===== config.mk =====
export PLATFORM = sky130hd
export DESIGN_NAME = stage_sequencer_flat
export DESIGN_NICKNAME = d
export VERILOG_FILES = /design/src/rtl/cpu_seq_pkg.sv /design/src/rtl/stage_sequencer_if.sv /design/src/rtl/stage_sequencer_phase_timer.sv /design/src/rtl/stage_sequencer.sv /design/src/flat_wrapper.sv
export SDC_FILE = /design/constraint.sdc
export NUM_CORES = 1
export LEC_CHECK = 0
export ABC_CLOCK_PERIOD_IN_PS = 2600
export CAP_MARGIN = 5
export CORE_ASPECT_RATIO = 0.8
export CORE_MARGIN = 2
export CORE_UTILIZATION = 30
export CTS_BUF_LIST = sky130_fd_sc_hd__clkbuf_8
export CTS_CLUSTER_DIAMETER = 100
export DETAILED_ROUTE_END_ITERATION = 16
export HOLD_SLACK_MARGIN = 0.02
export MAX_ROUTING_LAYER = met4
export PLACE_DENSITY = 0.52
export SKIP_CTS_REPAIR_TIMING = 1
export SYNTH_ARGS = -nofsm -noshare
export SYNTH_HDL_FRONTEND = slang
export SYNTH_SLANG_ARGS = --single-unit

===== constraint.sdc =====
create_clock -name hw_clk -period 2.6 [get_ports hw_clk]
set_clock_uncertainty 0.15 [all_clocks]
set_input_delay 0.65 -clock hw_clk [delete_from_list [all_inputs] [get_ports hw_clk]]
set_output_delay 0.65 -clock hw_clk [all_outputs]
set_load 0.01 [all_outputs]

===== src/rtl/cpu_seq_pkg.sv =====
// Shared types and helpers for the instruction-stage sequencer.
package cpu_seq_pkg;

    typedef enum logic [1:0] {
        HALTED = 2'd0,
        ACTIVE = 2'd1,
        GAP    = 2'd2
    } seq_state_e;

    // Widest stage vector the onehot helper can produce.
    localparam int MAX_STAGES = 64;

    // Width of a stage index for n stages, never less than one bit.
    function automatic int stage_width(input int n);
        return (n > 2) ? $clog2(n) : 1;
    endfunction

    // One-hot vector with bit idx set; callers keep the low STAGES bits.
    function automatic logic [MAX_STAGES-1:0] onehot(input int unsigned idx);
        logic [MAX_STAGES-1:0] one;
        one = {{(MAX_STAGES-1){1'b0}}, 1'b1};
        return one << idx;
    endfunction

endpackage


===== src/rtl/stage_sequencer_if.sv =====
// Control and status bundle between a CPU core controller and the sequencer.
interface stage_sequencer_if
    import cpu_seq_pkg::*;
#(
    parameter int STAGES = 4,
    parameter int CNT_W  = 32
);
    localparam int STAGE_W = stage_width(STAGES);

    logic               run;
    logic               step;
    logic               stall;
    logic [STAGES-1:0]  clk;
    logic [STAGE_W-1:0] stage_idx;
    logic               halted;
    logic               instr_done;
    logic [CNT_W-1:0]   instr_count;

    modport master (
        output run, step, stall,
        input  clk, stage_idx, halted, instr_done, instr_count
    );

    modport slave (
        input  run, step, stall,
        output clk, stage_idx, halted, instr_done, instr_count
    );

endinterface


===== src/rtl/stage_sequencer_phase_timer.sv =====
// Loadable down-counter timing one ACTIVE or GAP interval; hold freezes it.
module phase_timer #(
    parameter int W = 1
) (
    input  logic         hw_clk,
    input  logic         reset_n,
    input  logic         load,
    input  logic [W-1:0] load_val,
    input  logic         hold,
    output logic         expire
);
    logic [W-1:0] cnt;

    // Load wins over hold; the count rests at zero once expired.
    always_ff @(posedge hw_clk or negedge reset_n) begin
        if (!reset_n) begin
            cnt <= '0;
        end else if (load) begin
            cnt <= load_val;
        end else if (!hold && cnt != '0) begin
            cnt <= cnt - W'(1);
        end
    end

    assign expire = (cnt == '0);

endmodule


===== src/rtl/stage_sequencer.sv =====
// Generates STAGES non-overlapping one-hot stage enables with run/step/stall
// control and a retired-instruction counter. All outputs are registered.
module stage_sequencer
    import cpu_seq_pkg::*;
#(
    parameter int STAGES        = 4,
    parameter int ACTIVE_CYCLES = 1,
    parameter int GAP_CYCLES    = 1,
    parameter int CNT_W         = 32
) (
    input  logic             hw_clk,
    input  logic             reset_n,
    stage_sequencer_if.slave bus
);
    localparam int STAGE_W = stage_width(STAGES);
    localparam int MAXC    = (ACTIVE_CYCLES > GAP_CYCLES) ? ACTIVE_CYCLES : GAP_CYCLES;
    localparam int TMR_W   = ($clog2(MAXC + 1) > 1) ? $clog2(MAXC + 1) : 1;

    // Timer loads are interval-1 because the expiry cycle itself counts.
    localparam logic [TMR_W-1:0]   ACT_LOAD = TMR_W'(ACTIVE_CYCLES - 1);
    localparam logic [TMR_W-1:0]   GAP_LOAD = TMR_W'((GAP_CYCLES > 0) ? GAP_CYCLES - 1 : 0);
    localparam logic [STAGE_W-1:0] LAST_IDX = STAGE_W'(STAGES - 1);

    seq_state_e              state_q, state_d;
    logic [STAGE_W-1:0]      idx_q, idx_d;
    logic [STAGES-1:0]       clk_q, clk_d;
    logic [CNT_W-1:0]        cnt_q, cnt_d;
    logic                    halted_q;
    logic                    done_q, done_d;
    logic                    ss_q, ss_d;
    logic                    adv;
    logic                    tmr_load;
    logic [TMR_W-1:0]        tmr_val;
    logic                    tmr_expire;
    logic [MAX_STAGES-1:0]   oh_wide;

    phase_timer #(.W(TMR_W)) u_timer (
        .hw_clk   (hw_clk),
        .reset_n  (reset_n),
        .load     (tmr_load),
        .load_val (tmr_val),
        .hold     (bus.stall),
        .expire   (tmr_expire)
    );

    // State, stage index and all registered outputs.
    always_ff @(posedge hw_clk or negedge reset_n) begin
        if (!reset_n) begin
            state_q  <= HALTED;
            idx_q    <= '0;
            clk_q    <= '0;
            cnt_q    <= '0;
            halted_q <= 1'b1;
            done_q   <= 1'b0;
            ss_q     <= 1'b0;
        end else begin
            state_q  <= state_d;
            idx_q    <= idx_d;
            clk_q    <= clk_d;
            cnt_q    <= cnt_d;
            halted_q <= (state_d == HALTED);
            done_q   <= done_d;
            ss_q     <= ss_d;
        end
    end

    // Next-state logic; enables derive from the next state and index only.
    always_comb begin
        state_d  = state_q;
        idx_d    = idx_q;
        cnt_d    = cnt_q;
        done_d   = 1'b0;
        ss_d     = ss_q;
        adv      = 1'b0;
        tmr_load = 1'b0;
        tmr_val  = ACT_LOAD;

        case (state_q)
            HALTED: begin
                if (bus.run || bus.step) begin
                    state_d  = ACTIVE;
                    idx_d    = '0;
                    ss_d     = !bus.run;
                    tmr_load = 1'b1;
                    tmr_val  = ACT_LOAD;
                end
            end
            ACTIVE: begin
                if (!bus.stall && tmr_expire) begin
                    if (GAP_CYCLES > 0) begin
                        state_d  = GAP;
                        tmr_load = 1'b1;
                        tmr_val  = GAP_LOAD;
                    end else begin
                        adv = 1'b1;
                    end
                end
            end
            GAP: begin
                if (!bus.stall && tmr_expire) begin
                    adv = 1'b1;
                end
            end
            default: state_d = HALTED;
        endcase

        if (adv) begin
            if (idx_q != LAST_IDX) begin
                idx_d    = idx_q + STAGE_W'(1);
                state_d  = ACTIVE;
                tmr_load = 1'b1;
                tmr_val  = ACT_LOAD;
            end else begin
                done_d = 1'b1;
                cnt_d  = cnt_q + CNT_W'(1);
                if (bus.run && !ss_q) begin
                    idx_d    = '0;
                    state_d  = ACTIVE;
                    tmr_load = 1'b1;
                    tmr_val  = ACT_LOAD;
                end else begin
                    state_d = HALTED;
                end
            end
        end

        oh_wide = onehot(int'(idx_d));
        clk_d   = (state_d == ACTIVE) ? oh_wide[STAGES-1:0] : '0;
    end

    assign bus.clk         = clk_q;
    assign bus.stage_idx   = idx_q;
    assign bus.halted      = halted_q;
    assign bus.instr_done  = done_q;
    assign bus.instr_count = cnt_q;

endmodule


===== src/flat_wrapper.sv =====
// flat-port wrapper written by rule: the top's interface ports become plain ports
module stage_sequencer_flat import cpu_seq_pkg::*;
#(
    parameter int STAGES        = 4,
    parameter int ACTIVE_CYCLES = 1,
    parameter int GAP_CYCLES    = 1,
    parameter int CNT_W         = 32
)
  (hw_clk, reset_n, bus_run, bus_step, bus_stall, bus_clk, bus_stage_idx, bus_halted, bus_instr_done, bus_instr_count);
  stage_sequencer_if #(.STAGES(STAGES), .CNT_W(CNT_W)) bus_i ();
  input  logic hw_clk;
  input  logic reset_n;
  input wire logic [$bits(bus_i.run)-1:0] bus_run;
  input wire logic [$bits(bus_i.step)-1:0] bus_step;
  input wire logic [$bits(bus_i.stall)-1:0] bus_stall;
  output wire logic [$bits(bus_i.clk)-1:0] bus_clk;
  output wire logic [$bits(bus_i.stage_idx)-1:0] bus_stage_idx;
  output wire logic [$bits(bus_i.halted)-1:0] bus_halted;
  output wire logic [$bits(bus_i.instr_done)-1:0] bus_instr_done;
  output wire logic [$bits(bus_i.instr_count)-1:0] bus_instr_count;
  assign bus_i.run = bus_run;
  assign bus_i.step = bus_step;
  assign bus_i.stall = bus_stall;
  assign bus_clk = bus_i.clk;
  assign bus_stage_idx = bus_i.stage_idx;
  assign bus_halted = bus_i.halted;
  assign bus_instr_done = bus_i.instr_done;
  assign bus_instr_count = bus_i.instr_count;
  stage_sequencer #(.STAGES(STAGES), .ACTIVE_CYCLES(ACTIVE_CYCLES), .GAP_CYCLES(GAP_CYCLES), .CNT_W(CNT_W)) u_core (.hw_clk(hw_clk), .reset_n(reset_n), .bus(bus_i));
endmodule

==> summary.txt <==
Run status
  – Status: finished, final reports clean

Floorplan
  – IO Count: 45
  – Full die area: 7200 um2
  – Site Rows: 26
  – Core area: 6340 um2
  – Die X: 94.4 um
  – Initial Utilization: 0.309
  – Die Height: 76.3 um

Final layout
  – Area grow syn2layout: 35.1%
  – Layout Utilization: 0.417
  – Layout fillers: 631
  – Final Cell Area: 2650 um2
  – Share of cells above drive strength 1: 0.125
  – Final nets: 230
  – Antenna cell count: 0

STA
  – Crit share post-route: 0.919
  – RSZ-0062 raised after global routing: no
  – Final setup margin: 0.211 ns
  – Hold WS: 0.202 ns
  – Final setup vio count: 0
  – Hold Fails Final Rpt: 0
  – FMAX: 419 MHz
  – Pins Over Slew Limit: 0
  – Slew headroom: 0.591
  – Worst-Margin Slew: 0.613 ns
  – Min Clock Period, post-route: 2.39 ns

CTS
  – CTS Buffer Depth: 2
  – H-Tree Depth: 2
  – Clock Latency Late Sink: 0.30 ns
  – CTS tree: built
  – CTS root buffer: clkbuf_8
  – CTS buffer count: 5
  – Clk slew on worst S/H paths: 0.09 ns
  – Clock sink total: 44

Yosys
  – EDFF count, synth: 0
  – Post-synth ARST share: 1.00
  – Post-synth top area cell: dfrtp_1
  – Synth Flop Type: dfrtp_1
  – Sequential share of the synthesized area: 0.563
  – Post-Syn Area: 1960 um2
  – Synth top area share: 0.549
  – Synth area leaders: dfrtp_1, xnor2_1, and3_1
  – Syn Area/Cell: 11.9 um2
  – Synth Register Bits: 44
  – Mapped Cells: 165
  – Synthesis warning total: 0
  – Distinct cells, synth: 34
  – Synth Net Count: 172

Placement
  – GPL Wtd Cong: 0.792
  – PortBufs: 44
  – Pre-CTS setup slack: -0.145 ns
  – Post-DP HPWL: 2870 um
  – Area after DPL: 2560 um2

Global routing
  – First-pass GRT wire length: 6710 um
  – Vias in the first global route: 1412
  – Initial antenna violation count: 0
  – Largest net degree at the start of global routing: 29
  – GRT Total Usage: 0.121
  – GRT overflow: 0

Critical path
  – CP Capture Type: flip-flop
  – Worst Path Buf+Inv: 1
  – Worst Path Arrival: 2.43 ns
  – Worst reg-to-reg setup slack: 0.39 ns
  – Worst path slowest cell: clkdlybuf4s50_1
  – Crit path kind: input port to flip-flop
  – WP data required: 2.64 ns
  – Reg2reg end: u_core.bus.instr_count[28]
  – Type of origin of the critical path: input port
  – Slowest cell delay on critical path: 0.48 ns
  – CP delay by family, top: simple AND/OR/NAND/NOR gates
  – Worst Path Max Fanout: 7
  – FF-to-FF Start: u_core.bus.stage_idx[0]
  – Worst path most repeated cell: nand4_1
  – FF-to-FF path depth: 6
  – Critical-path cell list: clkdlybuf4s50_1 -> nor4b_4 -> nand4_1 -> nor3_4 -> nand4_1 -> xnor2_1

Pwr
  – Maximum vdd drop: 182 uV
  – Pwr/cell area: 573 nW/um2
  – Leak: 1.20 nW

Drt
  – Via density: 4.57
  – Vias: 1409
  – Final wirelength: 3810 um
  – DRC: 0
  – Wire per inst: 12.4 um
  – DRT Pass-1 Iters: 4
  – Post-route ant nets: 0
  – Initial drt markers: 51

Hold path
  – Worst min-delay path category: input port to asynchronous set/reset pin

Job
  – Max_cap viols: 0
layout make-up:
cell class | count | area [um2] | area share
clock inverters | 3 | 18.8 | 0.00709
well taps | 84 | 105 | 0.0397
multi-input cells | 119 | 850 | 0.321
flip-flops and latches | 44 | 1100 | 0.416
repair buffers | 53 | 503 | 0.190
clock buffers | 5 | 68.8 | 0.0260
logic make-up (layout without fill, tap and decap cells):
family	Yosys count	in the layout	share of synthesized area
buffers and inverters	2	61	0.00383
adders and majority gates	2	2	0.0128
AOI/OAI and AO/OA	12	12	0.0396
and+or+nand+nor	72	72	0.231
muxes	2	2	0.0115
DFF	44	44	0.563
xor gates and xnor gates	31	31	0.139
flip-flops by register name (all words and copies together), names as in the netlist:
signal,cells
u_core.bus.clk,4
u_core.bus.halted,1
u_core.bus.instr_count,32
u_core.bus.instr_done,1
u_core.bus.stage_idx,2
u_core.ss_q,1
u_core.state_q,2
u_core.u_timer.cnt,1
worst register-to-register path, stage by stage, from the launching register on:
cell	delay [ns]
dfrtp_1	0.53
ha_1	0.27
and2_1	0.28
nand4_1	0.21
nor3_4	0.36
nand4_1	0.15
xnor2_1	0.14
routing by layer:
layer	vias to the layer above	part of all wire	GRT usage
li1	698	-	-
met1	676	0.53	0.174
met2	33	0.42	0.166
met3	2	0.046	0.0346
met4	0	0.010	0.0391
met5	-	0	-
cells in the final DEF (no fill, tap or decap), types with 2 or more instances in the layout:
| cell type | n |
|---|---|
| nand3_1 | 10 |
| nor2_1 | 7 |
| clkinv_2 | 2 |
| a22o_1 | 2 |
| ha_1 | 2 |
| and4_1 | 3 |
| buf_4 | 9 |
| nand2_1 | 15 |
| nand4_1 | 8 |
| nand2b_1 | 3 |
| nor3_1 | 2 |
| a21oi_1 | 5 |
| xor2_1 | 6 |
| clkdlybuf4s50_1 | 43 |
| and2_1 | 3 |
| clkbuf_8 | 5 |
| xnor2_1 | 25 |
| and3_1 | 10 |
| mux2_2 | 2 |
| dfrtp_1 | 43 |
Yosys cell counts, types with 2 or more instances:
cell and number:
xnor2_1 25, and2_1 3, mux2_2 2, ha_1 2
and3_1 10, a21oi_1 5, nand2b_1 3, clkbuf_1 2
nor3_1 2, nand2_1 15, dfrtp_1 43, nand4_1 8
nand3_1 10, and4_1 3, a22o_1 2, xor2_1 6
nor2_1 7
worst max-delay path by stage:
| stage | startpoint | slack (ns) | depth (start not counted) | end |
|---|---|---|---|---|
| after global placement | bus_stall | -0.11 | 6 | u_core.bus.instr_count[28] |
| after global routing | bus_stall | 0.08 | 6 | u_core.bus.instr_count[26] |
| final | bus_stall | 0.21 | 6 | u_core.bus.instr_count[28] |
| after CTS | bus_stall | 0.18 | 6 | u_core.bus.instr_count[28] |
| after detailed placement | bus_stall | -0.15 | 6 | u_core.bus.instr_count[26] |
| after floorplan | bus_stall | 0.48 | 5 | u_core.bus.instr_count[28] |
power by group:
part / total, W / leakage [nW] / switching, W / internal (W)
Combinational: 0.000286 / 0.553 / 0.000132 / 0.000154
Sequential: 0.000803 / 0.603 / 0.0000588 / 0.000744
Clock: 0.000427 / 0.0479 / 0.000239 / 0.000188
through the flow:
stage                     instances  setup TNS [ns]  total power [W]
final                           308               0          0.00152
after floorplan                 165               0         0.000971
after global placement          300          -0.536          0.00110
after global routing            308               0          0.00160
after CTS                       308               0          0.00153
after detailed placement        300          -0.875          0.00111
Note: power is estimated with default switching activity, not from simulation.
==> patch, RTL diff (same settings) <==
Re-encode `seq_state_e` (3 states) as one-hot, 3 bits wide.
--- a/src/rtl/cpu_seq_pkg.sv
+++ b/src/rtl/cpu_seq_pkg.sv
@@ -1,10 +1,10 @@
 // Shared types and helpers for the instruction-stage sequencer.
 package cpu_seq_pkg;
 
-    typedef enum logic [1:0] {
-        HALTED = 2'd0,
-        ACTIVE = 2'd1,
-        GAP    = 2'd2
+    typedef enum logic [2:0] {
+        HALTED = 3'b001,
+        ACTIVE = 3'b010,
+        GAP    = 3'b100
     } seq_state_e;
 
     // Widest stage vector the onehot helper can produce.
Function: no difference found for any inputs over 10 cycles, from zero or initial values and one cycle with reset_n low; not proved beyond that.
==> patch against the unedited design <==
Total power shrank 3.0%. Wire length grew 12%. Sequential share of layout area shrank 1.5 points. Sequential cell count grew 1. Worst setup slack lost 0.030 ns. Via count grew 9.4%. Area after synthesis grew 5.7%. Synthesized cell count grew 16%. Final cell count grew 10%. Worst hold slack gained 0.088 ns. Cell area grew 6.1%. Highest routed layer unchanged.
==> patch: results (changes against the unedited design) <==
Critical path
  – Peak per-stage delay on the critical path: 0.54 ns (+0.06 ns)
  – Worst r2r src: u_core.state_q[2]$_DFF_PN0_
  – Delay-heaviest family, CP: simple AND/OR/NAND/NOR gates
  – CP max stage cell: or4_1
  – CP Data Arrival Time: 2.48 ns (+0.05 ns)
  – R2R Path End: u_core.bus.instr_count[31]$_DFFE_PN0P_
  – Reg2Reg Setup Slack: 0.24 ns (-0.15 ns)
  – FF-to-FF path depth: 5 (-1)

Global routing
  – Antenna violations before repair: 0 (unchanged)
  – Global Route Usage Sum: 12.2% (+0.058 points)
  – M2 GR Usage: 18.3% (+1.7 points)
  – Largest net degree at the start of global routing: 46 (+59%)
  – Grt met1 use: 17.1% (-0.29 points)
  – Vias in the first global route: 1530 (+8.4%)
  – First-pass GRT wire length: 7410 µm (+10%)
  – Met3 usage: 3.12% (-0.35 points)

Pwr
  – Clock power share: 27.0% (-1.2 points)
  – Design Power: 1470 µW (-3.0%)
  – Peak VDD IR: 0.226 mV (+24%)
  – Seq pwr share: 54.1% (+1.1 points)
  – Static Leakage: 0.00127 µW (+5.5%)
  – Sw frac: 26.7% (-1.7 points)

Place
  – Dpl ws: -0.430 ns (-0.284 ns)
  – GPL Wtd Cong: 0.846 (+6.9%)
  – Post-detail-place hpwl: 3090 µm (+7.9%)
  – Post-Place Cells: 331 (+10%)

Final layout
  – Nets: 258 (+12%)
  – Non-Filler Instances: 339 (+10%)
  – Fill cell count: 663 (+5.1%)
  – Layout cell share with drive strength beyond 1: 12.3% (-0.20 points)

Drt
  – Routed wire length on met2: 1810 µm (+14%)
  – Drt initial violations: 39 (-24%)
  – Via count: 1541 (+9.4%)
  – Met3 wire len: 168 µm (-4.5%)
  – Metal1 wirelength: 2250 µm (+12%)
  – Routed length per instance: 12.5 µm (+1.3%)

STA
  – Relative slew margins: 61.6% (+2.5 points)
  – Final min period: 2.42 ns (+0.0297 ns)

Logic synthesis
  – Seq/Total Area, Yosys: 54.5% (-1.8 points)
  – Synth cell count leaders: 43 x dfrtp_1, 16 x xor2_1, 15 x xnor2_1
  – Post-synth ARST share: 100% (unchanged)
  – Syn nets: 198 (+15%)
  – Yosys cell types: 37 (+8.8%)
  – Post-Synthesis Cells: 191 (+16%)
  – Leading post-synthesis cells by cell area: dfrtp_1 52%, xor2_1 6.8%, xnor2_1 6.3%

Clocking
  – H-tree levels: 2 (unchanged)

Outcome
  – Outcome: complete, no violations
patch: cell types whose count changed in the layout (fill, tap and decap cells not counted), moves of 3 or more:
cell	unedited run	this run
inv_1	0	8
and3_1	10	4
xor2_1	6	16
xnor2_1	25	15
nor3_1	2	10
nor4_1	0	3
buf_4	9	16
nor2_1	7	11
patch: through the flow:
stage               hold WS, ns  instance area, µm²
floorplan                 0.204                2070
global placement          0.326                2710
detailed placement        0.324                2710
CTS                       0.311                2790
global route              0.351                2810
finish                    0.290                2810
patch: kinds of logic after synthesis:
kind of cell / count (synthesis) / share of synthesized area, %
mux: 2 / 1.09
flops: 45 / 54.5
buf+inv: 12 / 2.29
compound gates: 14 / 4.29
xor+xnor: 31 / 13.1
fa+ha+maj: 2 / 1.21
simple gates: 85 / 23.6
patch: cell type report:
type,instances,share of cell area (%)
inverter,5,0.668
timing repair buffer,60,19.9
clock inverter,3,0.401
tap,87,3.87
clock buffer,5,2.45
sequential,45,40.2
multi-input combinational,134,32.6
